File: config.mk
export PLATFORM = sky130hd
export DESIGN_NAME = branch_predictor
export DESIGN_NICKNAME = d
export VERILOG_FILES = /design/src/rtl/branch_predictor.sv
export SDC_FILE = /design/constraint.sdc
export NUM_CORES = 2
export LEC_CHECK = 0
export CAP_MARGIN = 40
export CORE_MARGIN = 2
export CORE_UTILIZATION = 50
export DETAILED_ROUTE_END_ITERATION = 16
export GPL_TIMING_DRIVEN = 0
export PLACE_DENSITY = 0.78
export SETUP_SLACK_MARGIN = 0.4
export SYNTH_ARGS = -nofsm -noshare
export SYNTH_HDL_FRONTEND = slang
export SYNTH_SLANG_ARGS = --single-unit
File: constraint.sdc
create_clock -name clk_i -period 4.61 [get_ports clk_i]
set_clock_uncertainty 0.1 [all_clocks]
set_input_delay 0.461 -clock clk_i [delete_from_list [all_inputs] [get_ports clk_i]]
set_output_delay 0.461 -clock clk_i [all_outputs]
set_load 0.01 [all_outputs]
File: src/rtl/branch_predictor.sv
// -----------------------------------------------------------------------------
// branch_predictor
//
// Dynamic branch predictor for the 5-stage pipelined CPU. A direct-mapped
// branch target buffer (BTB) is looked up combinationally with the IF-stage
// PC. The resolved outcome from the MEM stage trains the BTB and raises a
// same-cycle mispredict/redirect so that the pipeline can flush IF/ID/EX.
//
// Ports
//   clk_i              clock, rising edge
//   rst_i              asynchronous, active-low reset
//   fetch_pc_i         PC of the instruction in IF
//   pred_hit_o         BTB hit for fetch_pc_i (combinational)
//   pred_taken_o       hit and counter MSB set (combinational)
//   pred_target_o      stored target on hit, else fetch_pc_i+4 (combinational)
//   upd_valid_i        a resolved branch is present in MEM this cycle
//   upd_pc_i           PC of the resolved branch
//   upd_taken_i        actual outcome
//   upd_target_i       actual taken target
//   upd_pred_taken_i   direction predicted at IF for this branch
//   upd_pred_target_i  target predicted at IF for this branch
//   mispredict_o       combinational flush request
//   redirect_pc_o      correct next PC for the resolved branch
//   clr_stats_i        synchronous clear of the statistics counters
//   branch_cnt_o       resolved branches counted (saturating)
//   miss_cnt_o         mispredictions counted (saturating)
// -----------------------------------------------------------------------------
module branch_predictor #(
    parameter int IDX_W = 4,
    parameter int TAG_W = 8,
    parameter int CTR_W = 2,
    parameter int CNT_W = 16
) (
    input  logic              clk_i,
    input  logic              rst_i,
    input  logic [31:0]       fetch_pc_i,
    output logic              pred_hit_o,
    output logic              pred_taken_o,
    output logic [31:0]       pred_target_o,
    input  logic              upd_valid_i,
    input  logic [31:0]       upd_pc_i,
    input  logic              upd_taken_i,
    input  logic [31:0]       upd_target_i,
    input  logic              upd_pred_taken_i,
    input  logic [31:0]       upd_pred_target_i,
    output logic              mispredict_o,
    output logic [31:0]       redirect_pc_o,
    input  logic              clr_stats_i,
    output logic [CNT_W-1:0]  branch_cnt_o,
    output logic [CNT_W-1:0]  miss_cnt_o
);

    localparam int ENTRIES = 2 ** IDX_W;

    // Counter landmarks: saturation limit, value given to a fresh allocation
    // (weakly taken) and the value every entry holds out of reset (weakly
    // not taken).
    localparam logic [CTR_W-1:0] CTR_MAX     = '1;
    localparam logic [CTR_W-1:0] CTR_WEAK_T  = CTR_W'(2 ** (CTR_W - 1));
    localparam logic [CTR_W-1:0] CTR_WEAK_NT = CTR_W'(2 ** (CTR_W - 1) - 1);
    localparam logic [CNT_W-1:0] CNT_MAX     = '1;

    // ------------------------------------------------------------------
    // PC field extraction
    // ------------------------------------------------------------------
    logic [IDX_W-1:0] fetch_idx;
    logic [TAG_W-1:0] fetch_tag;
    logic [IDX_W-1:0] upd_idx;
    logic [TAG_W-1:0] upd_tag;

    assign fetch_idx = fetch_pc_i[IDX_W+1:2];
    assign fetch_tag = fetch_pc_i[IDX_W+TAG_W+1:IDX_W+2];
    assign upd_idx   = upd_pc_i[IDX_W+1:2];
    assign upd_tag   = upd_pc_i[IDX_W+TAG_W+1:IDX_W+2];

    // Byte-offset bits and PC bits above the tag never take part in the
    // lookup; fold them into a sink so the intent is explicit.
    logic unused_pc_bits;
    assign unused_pc_bits = ^{fetch_pc_i, upd_pc_i};

    // ------------------------------------------------------------------
    // BTB storage, one register set per entry. Lookup is combinational, so
    // the table lives in flops rather than a registered-read RAM.
    // ------------------------------------------------------------------
    logic [ENTRIES-1:0] valid_vec;
    logic [TAG_W-1:0]   tag_arr    [ENTRIES];
    logic [31:0]        target_arr [ENTRIES];
    logic [CTR_W-1:0]   ctr_arr    [ENTRIES];

    // Update-side hit is judged on the current (pre-edge) table contents.
    logic upd_hit;
    assign upd_hit = valid_vec[upd_idx] && (tag_arr[upd_idx] == upd_tag);

    for (genvar gi = 0; gi < ENTRIES; gi++) begin : g_entry
        logic             valid_q,  valid_d;
        logic [TAG_W-1:0] tag_q,    tag_d;
        logic [31:0]      target_q, target_d;
        logic [CTR_W-1:0] ctr_q,    ctr_d;
        logic             sel;

        assign sel = upd_valid_i && (upd_idx == IDX_W'(gi));

        always_comb begin
            valid_d  = valid_q;
            tag_d    = tag_q;
            target_d = target_q;
            ctr_d    = ctr_q;
            if (sel) begin
                if (upd_hit) begin
                    if (upd_taken_i) begin
                        ctr_d    = (ctr_q == CTR_MAX) ? ctr_q : ctr_q + CTR_W'(1);
                        target_d = upd_target_i;
                    end else begin
                        ctr_d    = (ctr_q == '0) ? ctr_q : ctr_q - CTR_W'(1);
                    end
                end else if (upd_taken_i) begin
                    // Miss on a taken branch replaces whatever lives here.
                    valid_d  = 1'b1;
                    tag_d    = upd_tag;
                    target_d = upd_target_i;
                    ctr_d    = CTR_WEAK_T;
                end
            end
        end

        // All fields reset together so a reset during a write never leaves
        // a half-written entry.
        always_ff @(posedge clk_i or negedge rst_i) begin
            if (!rst_i) begin
                valid_q  <= 1'b0;
                tag_q    <= '0;
                target_q <= '0;
                ctr_q    <= CTR_WEAK_NT;
            end else begin
                valid_q  <= valid_d;
                tag_q    <= tag_d;
                target_q <= target_d;
                ctr_q    <= ctr_d;
            end
        end

        assign valid_vec[gi]  = valid_q;
        assign tag_arr[gi]    = tag_q;
        assign target_arr[gi] = target_q;
        assign ctr_arr[gi]    = ctr_q;
    end

    // ------------------------------------------------------------------
    // Fetch-side prediction
    // ------------------------------------------------------------------
    logic fetch_hit;
    assign fetch_hit = valid_vec[fetch_idx] && (tag_arr[fetch_idx] == fetch_tag);

    always_comb begin
        pred_hit_o    = fetch_hit;
        pred_taken_o  = fetch_hit && ctr_arr[fetch_idx][CTR_W-1];
        pred_target_o = fetch_hit ? target_arr[fetch_idx] : fetch_pc_i + 32'd4;
    end

    // ------------------------------------------------------------------
    // Resolution: direction mismatch, or both taken with differing targets.
    // Held low while reset is asserted.
    // ------------------------------------------------------------------
    logic dir_wrong;
    logic tgt_wrong;
    logic miss_raw;

    assign dir_wrong = (upd_taken_i != upd_pred_taken_i);
    assign tgt_wrong = upd_taken_i && upd_pred_taken_i && (upd_target_i != upd_pred_target_i);
    assign miss_raw  = upd_valid_i && (dir_wrong || tgt_wrong);

    assign mispredict_o  = rst_i && miss_raw;
    assign redirect_pc_o = upd_taken_i ? upd_target_i : upd_pc_i + 32'd4;

    // ------------------------------------------------------------------
    // Statistics counters: saturating, clear wins over increment.
    // ------------------------------------------------------------------
    logic [CNT_W-1:0] branch_cnt_q, branch_cnt_d;
    logic [CNT_W-1:0] miss_cnt_q,   miss_cnt_d;

    always_comb begin
        branch_cnt_d = branch_cnt_q;
        miss_cnt_d   = miss_cnt_q;
        if (clr_stats_i) begin
            branch_cnt_d = '0;
            miss_cnt_d   = '0;
        end else begin
            if (upd_valid_i && (branch_cnt_q != CNT_MAX)) begin
                branch_cnt_d = branch_cnt_q + CNT_W'(1);
            end
            if (miss_raw && (miss_cnt_q != CNT_MAX)) begin
                miss_cnt_d = miss_cnt_q + CNT_W'(1);
            end
        end
    end

    always_ff @(posedge clk_i or negedge rst_i) begin
        if (!rst_i) begin
            branch_cnt_q <= '0;
            miss_cnt_q   <= '0;
        end else begin
            branch_cnt_q <= branch_cnt_d;
            miss_cnt_q   <= miss_cnt_d;
        end
    end

    assign branch_cnt_o = branch_cnt_q;
    assign miss_cnt_o   = miss_cnt_q;

endmodule

* Word-level counts from Yosys, hierarchy flattened
Cells that the tools add are included.
Operators by class: add/sub/neg operators 36, $lt $le $gt $ge 4, eq/ne operators 69, multiplexer cells 87, bitwise logic cells 3, reductions and logical operators 94
Operators by type and width (count):
- 2-bit 2-to-1 mux | 67
- 32-bit binary-select mux with 4-bit select | 1
- 32-bit 2-to-1 mux | 4
- 32-bit by 3-bit adder with 32-bit output, second input constant | 2
- 8-bit binary-select mux with 4-bit select | 2
- 16-bit 2-to-1 mux | 4
- 4-bit AND reduction | 16
- 3-bit inequality test, second input constant | 16
- 3-bit AND reduction | 16
- 16-bit by 1-bit adder with 16-bit output, second input constant | 2
- 2-bit by 1-bit adder with 2-bit output, second input constant | 16
- 2-bit equality test, second input constant | 16
- 4-bit equality test, second input constant | 8
- 2-bit zero test | 16
- 8-bit 2-to-1 mux | 4
- 16-bit inequality test, second input constant | 2
- 2-bit inequality test, second input constant | 16
- 32-bit inequality test | 1
- 2-bit AND reduction | 16
- 2-bit by 1-bit subtractor with 2-bit output, second input constant | 16
- 1-bit logical AND | 25
- 4-bit by 3-bit equality test with 1-bit output, second input constant | 4
- 8-bit equality test | 2
- 5-bit greater-or-equal comparator, second input constant | 2
- other kinds (12) | 19
Word-level totals: flip-flop bits (word level) 720, input port bits 134, word-level logic and storage cells 359

* Longest topological paths before layout
word-level depth 8, gate-level depth with buffers 13

* Least setup slack after synthesis
OpenSTA, ideal clock, no wires.
path type input-to-output, start in fetch_pc_i[3], end out pred_target_o[24], arrival time 3.238 ns, required time 4.049 ns, path slack 0.811 ns, stages on the path 9, cells stage by stage buf_2 > buf_1 > mux4_2 > mux4_2 > xnor2_1 > nand4_1 > nor4_4 > buf_4 > mux2_2
Between the ends: cells in the longest elaborated chain, start to end 7, elaborated cells on any way between the ends 13, classes of those cells 1 x add/sub; 1 x eq/ne; 9 x mux; 1 x bitwise; 1 x reduce/logical
RTL lines:
- from (decl) | RTL line 36 | input logic [31:0] fetch_pc_i,
- 4-bit inverter with 5-bit output (implied by the code) | RTL line 152 | assign fetch_hit = valid_vec[fetch_idx] && (tag_arr[fetch_idx] == fetch_tag);
- 8-bit binary-select mux with 4-bit select | RTL line 152
- 8-bit 2-to-1 mux (implied by the code) (2 in a row) | RTL line 152
- 8-bit equality test | RTL line 152
- 1-bit logical AND (*) | RTL line 152
- via pred_hit_o | RTL line 37 | output logic pred_hit_o,
- 32-bit 2-to-1 mux (*) | RTL line 157 | pred_target_o = fetch_hit ? target_arr[fetch_idx] : fetch_pc_i + 32'd4;
- to (decl) | RTL line 39 | output logic [31:0] pred_target_o,
Mark *: on every way through the listed nets, which the timed path passes. The rest lies on a longest branch. The select of a mux whose other input is x is not followed.

* Worst setup path after layout
start reg g_entry[7].tag_q[7], end out pred_target_o[17]
Between the ends: cells in the longest elaborated chain, start to end 6
RTL lines:
- from (decl) | RTL line 96 | logic [TAG_W-1:0] tag_q, tag_d;
- from (signal assigned) | RTL line 136 | tag_q <= tag_d;
- 8-bit binary-select mux with 4-bit select | RTL line 152
- 8-bit 2-to-1 mux (implied by the code) (2 in a row) | RTL line 152
- 8-bit equality test | RTL line 152
- 1-bit logical AND | RTL line 152
- 32-bit 2-to-1 mux | RTL line 157
Every way passes these cells. The select of a mux whose other input is x is not followed.

==> flow_metrics.env <==
export IMPL_num_vias=25600
export IMPL_ys_flop_type="dfrtp_1"
export IMPL_row_count=99
export IMPL_overflow=0
export IMPL_synth_top_family_by_area="multiplexers"
export IMPL_numPortBuffers=194
export IMPL_final_instance_count_excl_fill=3997
export IMPL_core_area_um2=72800
export IMPL_synth_seq_area_share_pct=49.1
export IMPL_synth_xor_area_share_pct=2.64
export IMPL_p_leak_nw=19.3
export IMPL_synth_area_mux_share_pct=37.0
export IMPL_cts_sinks=720
export IMPL_cap_viol_max_count=0
export IMPL_root_buffer="clkbuf_16"
export IMPL_netlist_area_leader_share_pct=47.9
export IMPL_grt_pass1_wl_um=173000
export IMPL_cts_buffers=77
export IMPL_final_area_um2=44200
export IMPL_synthAdderAreaFrac_pct=0.272
export IMPL_synth_compound_area_share_pct=3.13
export IMPL_netlist_top_cells_count="dfrtp_1, mux2_2, mux4_2, clkbuf_1, nand2_1"
export IMPL_post_synth_top_count_cell="dfrtp_1"
export IMPL_cp_data_arrival_time_ps=3720
export IMPL_drc=0
export IMPL_die_h_um=275
export IMPL_p_int_mw=13.4
export IMPL_dpl_cell_count=3831
export IMPL_slew_viol_final=0
export IMPL_status="finished clean"
export IMPL_ir_worst_vdd_uv=304
export IMPL_synth_simple_area_share_pct=4.79
export IMPL_die_w_um=275
export IMPL_finalWirelength_um=117000
export IMPL_antenna_found_initial=3
export IMPL_finalHoldViolCount=0
export IMPL_layout_drive_gt1_share_pct=43.4
export IMPL_worstSetupPathType="flip-flop to primary output"
export IMPL_nNetsFinal=3122
export IMPL_cts_path_max_buffers=3
export IMPL_ant_nets=0
export IMPL_total_power_mw=18.1
export IMPL_routedWlPerCell_um=29.2
export IMPL_synthArstFlopShare_pct=100
export IMPL_seq_area_um2=18000
export IMPL_clock_latency_ps=630
export IMPL_nFillCells=5380
export IMPL_pwr_share_comb_pct=18.9
export IMPL_htree_levels=3
export IMPL_swShare_pct=25.9
export IMPL_worstPathRequired_ps=4050
export IMPL_first_pass_iters=7
export IMPL_avgSynthCellArea_um2=14.1
export IMPL_multiInputGateArea_um2=17800
export IMPL_finalCriticalPeriod_ps=4280
export IMPL_pwr_share_clk_pct=36.2
export IMPL_final_util_pct=60.7
export IMPL_track_usage_pct=31.1
export IMPL_area_delta_synth_final_pct=20.2
export IMPL_pwr_density_cell_nw_per_um2=410
export IMPL_hold_class="input pin to async pin"
export IMPL_dp_hpwl_um=82600
export IMPL_gp_congestion=0.969
export IMPL_period_share_pct=92.8
export IMPL_cts_tree="built"
export IMPL_start_util_pct=50.5
export IMPL_seqPwrFrac_pct=44.9
export IMPL_clkTransAtPathRegs_ps=60
export IMPL_dieArea_um2=75700
export IMPL_synth_edf_count=0
export IMPL_critPathMaxFanout=5
export IMPL_cp_end_kind="primary output"
export IMPL_syn_nets=2757
export IMPL_num_io_pins=233
export IMPL_start_kind="flip-flop"
export IMPL_yosysWarnings=0
export IMPL_netlist_instances=2615
export IMPL_drt_iter0_markers=2822
export IMPL_tightestPinTransition_ps=1010
export IMPL_rsz0062_at_grt="yes"
export IMPL_synth_cell_type_count=52
export IMPL_maxSlewHeadroom_pct=33.0
export IMPL_fmax_ghz=0.234
export IMPL_synth_area_leaders="dfrtp_1, mux2_2, mux4_2"
export IMPL_place_area_um2=40800
export IMPL_synth_top_cell_by_area="dfrtp_1"
export IMPL_grt_pass1_vias=26900
export IMPL_vias_per_cell=6.41
export IMPL_p_switching_mw=4.69
export IMPL_syn_area_um2=36800
export IMPL_grt_max_degree=135
export IMPL_setup_violations_final=0
export IMPL_synth_seq_cells=720
power by group through the flow:
stage	Clock, mW	Sequential (mW)	Combinational [mW]
2_1_floorplan	0	7.94	2.34
6_report	6.56	8.12	3.42
3_5_place_dp	0	8.20	3.32
4_1_cts	6.58	8.09	3.37
3_3_place_gp	0	8.12	3.12
5_1_grt	6.86	8.24	3.63
cell usage in the layout (no fill, tap or decap), types with 69 or more instances in the layout:
master / instances
dfrtp_1: 704
clkbuf_16: 83
clkbuf_1: 155
o21ai_0: 83
xnor2_1: 69
mux2_2: 664
clkdlybuf4s50_1: 150
nand2_1: 104
mux4_2: 240
worst max-delay path: stages (launching register included):
cell	delay [ps]
dfrtp_1	420
mux4_2	480
mux4_2	500
xnor2_2	220
nand2_2	140
nor4_4	290
buf_4	180
buf_12	150
buf_6	120
buf_16	130
mux2_4	310
buf_6	120
path summary, 6_finish.rpt:
check	from	to	slack, ps	depth (start not counted)
min reg2reg	g_entry[6].valid_q	g_entry[6].valid_q	400	1
max in group asynchronous	rst_i	g_entry[10].tag_q[4]	1790	6
min in group clk_i	upd_target_i[16]	g_entry[8].target_q[16]	270	2
max reg2reg	g_entry[9].tag_q[1]	g_entry[7].ctr_q[0]	900	7
min	rst_i	branch_cnt_o[5]	170	2
max	g_entry[7].tag_q[7]	pred_target_o[17]	330	11
logic make-up after synthesis:
family | count (synthesis)
mux | 968
flops | 720
simple gates | 356
buf+inv | 278
compound gates | 174
xor+xnor | 111
fa+ha+maj | 8
state kept, by name, indices dropped and copies added, names as in the netlist:
| register | flops |
|---|---|
| branch_cnt_o | 16 |
| g_entry.tag_q | 128 |
| miss_cnt_o | 16 |
| g_entry.target_q | 512 |
| g_entry.valid_q | 16 |
| g_entry.ctr_q | 32 |
layer usage:
metal  vias to the layer above  track usage, %  share of wire [%]
met3                       320            8.18                9.5
met2                      1366            49.0                 47
met4                         4            12.7                4.4
met1                     13500            41.1                 39
met5                         -               0              0.025
li1                      10500               -                  -
layout make-up:
type | count | area share [%]
clock buffers | 111 | 5.30
well taps | 959 | 2.72
multi-input cells | 1617 | 40.2
diodes | 2 | 0.0113
plain buffers | 234 | 2.77
clock inverters | 24 | 0.756
repair buffers | 286 | 7.02
flip-flops and latches | 720 | 40.8
inverters | 44 | 0.374
metrics by stage:
step | TNS, ps | hold slack [ps] | setup WS, ps
3_3_place_gp | - | 366 | -26850
3_5_place_dp | -74290 | 208 | -2050
4_1_cts | 0 | 164 | 225
2_1_floorplan | 0 | 65.4 | 811
6_report | 0 | 174 | 333
5_1_grt | 0 | 185 | 244
what timing repair did:
action | CTS | global route
cloned | 1 | 2
setup endpoints to repair | 94 | 55
hold buffers | 1 | 0
endpoints found under the hold margin | 55 | 0
resized for setup | 196 | 127
pin swaps | 5 | 4
setup buffers | 16 | 9
No activity file was read; power rests on OpenSTA's default activity.
==> RTL change: new RTL, same settings <==
The parameter `TAG_W` goes from 8 to 10.
--- a/src/rtl/branch_predictor.sv
+++ b/src/rtl/branch_predictor.sv
@@ -27,7 +27,7 @@
 // -----------------------------------------------------------------------------
 module branch_predictor #(
     parameter int IDX_W = 4,
-    parameter int TAG_W = 8,
+    parameter int TAG_W = 10,
     parameter int CTR_W = 2,
     parameter int CNT_W = 16
 ) (
Check against the original RTL: not settled (the Yosys comparison gave no result); the edit may change what the design does.
==> RTL change against the original RTL <==
- total power up 4.1%
- fmax down 0.56%
- largest cell class unchanged
- setup slack worse by 0.024 ns
- critical path depth up 1
- routed wire length up 5.6%
- die area up 3.6%
- register-to-register slack better by 0.02 ns
- cell count up 9.6%
- worst hold slack worse by 0.070 ns
- combinational power up 4%
- design area up 2.7%
- sequential cell count up 32
- area after synthesis up 3.7%
==> RTL change: results (changes against the original RTL) <==
Setup path
The worst flop-to-flop path endpoint was g_entry[10].tag_q[3]$_DFFE_PN0P_ (was g_entry[7].ctr_q[0]$_DFFE_PN1P_). The flop-to-flop setup slack is 0.92 ns (was 0.90 ns). The cell class contributing the biggest share of worst-path delay is buffers and inverters (was multiplexers). The depth of the worst register-to-register path is 11 (was 7). The maximum fanout count along the critical path is 10 (was 5).

The first element of the critical path is fetch_pc_i[3] (was g_entry[7].tag_q[7]$_DFFE_PN0P_). The launch instance of the worst register-to-register path is g_entry[11].tag_q[5]$_DFFE_PN0P_ (was g_entry[9].tag_q[1]$_DFFE_PN0P_).

Place
The number of buffers added on ports is 197 (was 194). The number of cells in the design after placement was 4,226 (was 3,831). The post-place setup slack is -1.31 ns (was -2.05 ns). The cell area after placement is 0.0419 sq mm (was 0.0408 sq mm).

STA
The tightest hold margin was 0.104 ns (was 0.174 ns).

CTS
The source-to-sink clock delay at the later pin of the worst-skew pair was 0.65 ns (was 0.63 ns).

Global routing
The met3 track demand over resource in global routing is 10.1% (was 8.18%). The total routing usage reported by global routing is 31.5% (was 31.1%). The number of global-route vias before repair came to 28,700 (was 26,900).

The met1 usage in global routing is 41.2% (was 41.1%).

Status
Outcome: finished, final reports clean (unchanged).

Detailed routing
The violation count after the first detailed-routing iteration is 3,273 (was 2,822). The length of routed met2 wiring is 54.3 mm (was 54.7 mm). The detailed route wirelength on metal3 is 15.0 mm (was 11.1 mm). The overall via count from detail_route is 28,000 (was 25,600).

Synth
The xor and xnor area share after synthesis was 3.15% (was 2.64%). The average cell area after synthesis was 12.7 sq um (was 14.1 sq um). The adder-cell area share of the yosys netlist is 0.263% (was 0.272%).

The number of unique standard cell types used by synthesis is 51 (was 52).

Finish
The final net count came to 3,483 (was 3,122). Largest regs: g_entry.target_q x512, g_entry.tag_q x160, g_entry.ctr_q x32 (was g_entry.target_q x512, g_entry.tag_q x128, g_entry.ctr_q x32). The count of filler cells inserted in the layout was 5,635 (was 5,380). The post-route cell area is 0.0454 sq mm (was 0.0442 sq mm).

Pwr
The worst ir drop on vdd is 0.279 mV (was 0.304 mV). The reported leakage power was 19.8 nW (was 19.3 nW).
==> RTL change: cell count changes after synthesis, sizes merged, moves of 20 or more <==
cell	before	now
nor2	62	113
mux2	689	556
nand3	69	39
o21ai	84	50
dfrtp	704	736
a21oi	29	49
o22ai	2	32
nand2	105	512
==> RTL change: cell type report <==
class | instances | share of cell area [%]
Antenna cell | 1 | 0.00552
Buffer | 264 | 3.12
Clock buffer | 124 | 5.36
Clock inverter | 20 | 0.643
Inverter | 32 | 0.265
Multi-Input combinational cell | 1955 | 40.5
Sequential cell | 752 | 41.5
Tap cell | 978 | 2.70
Timing Repair Buffer | 256 | 5.87
==> RTL change: worst register-to-register path: cells and delay by family (launching register included) <==
| family | cells | cell delay (ns) |
|---|---|---|
| flops | 1 | 0.39 |
| xor+xnor | 1 | 0.17 |
| simple gates | 3 | 0.80 |
| buf+inv | 3 | 0.70 |
| compound gates | 1 | 0.33 |
| mux | 3 | 1.07 |
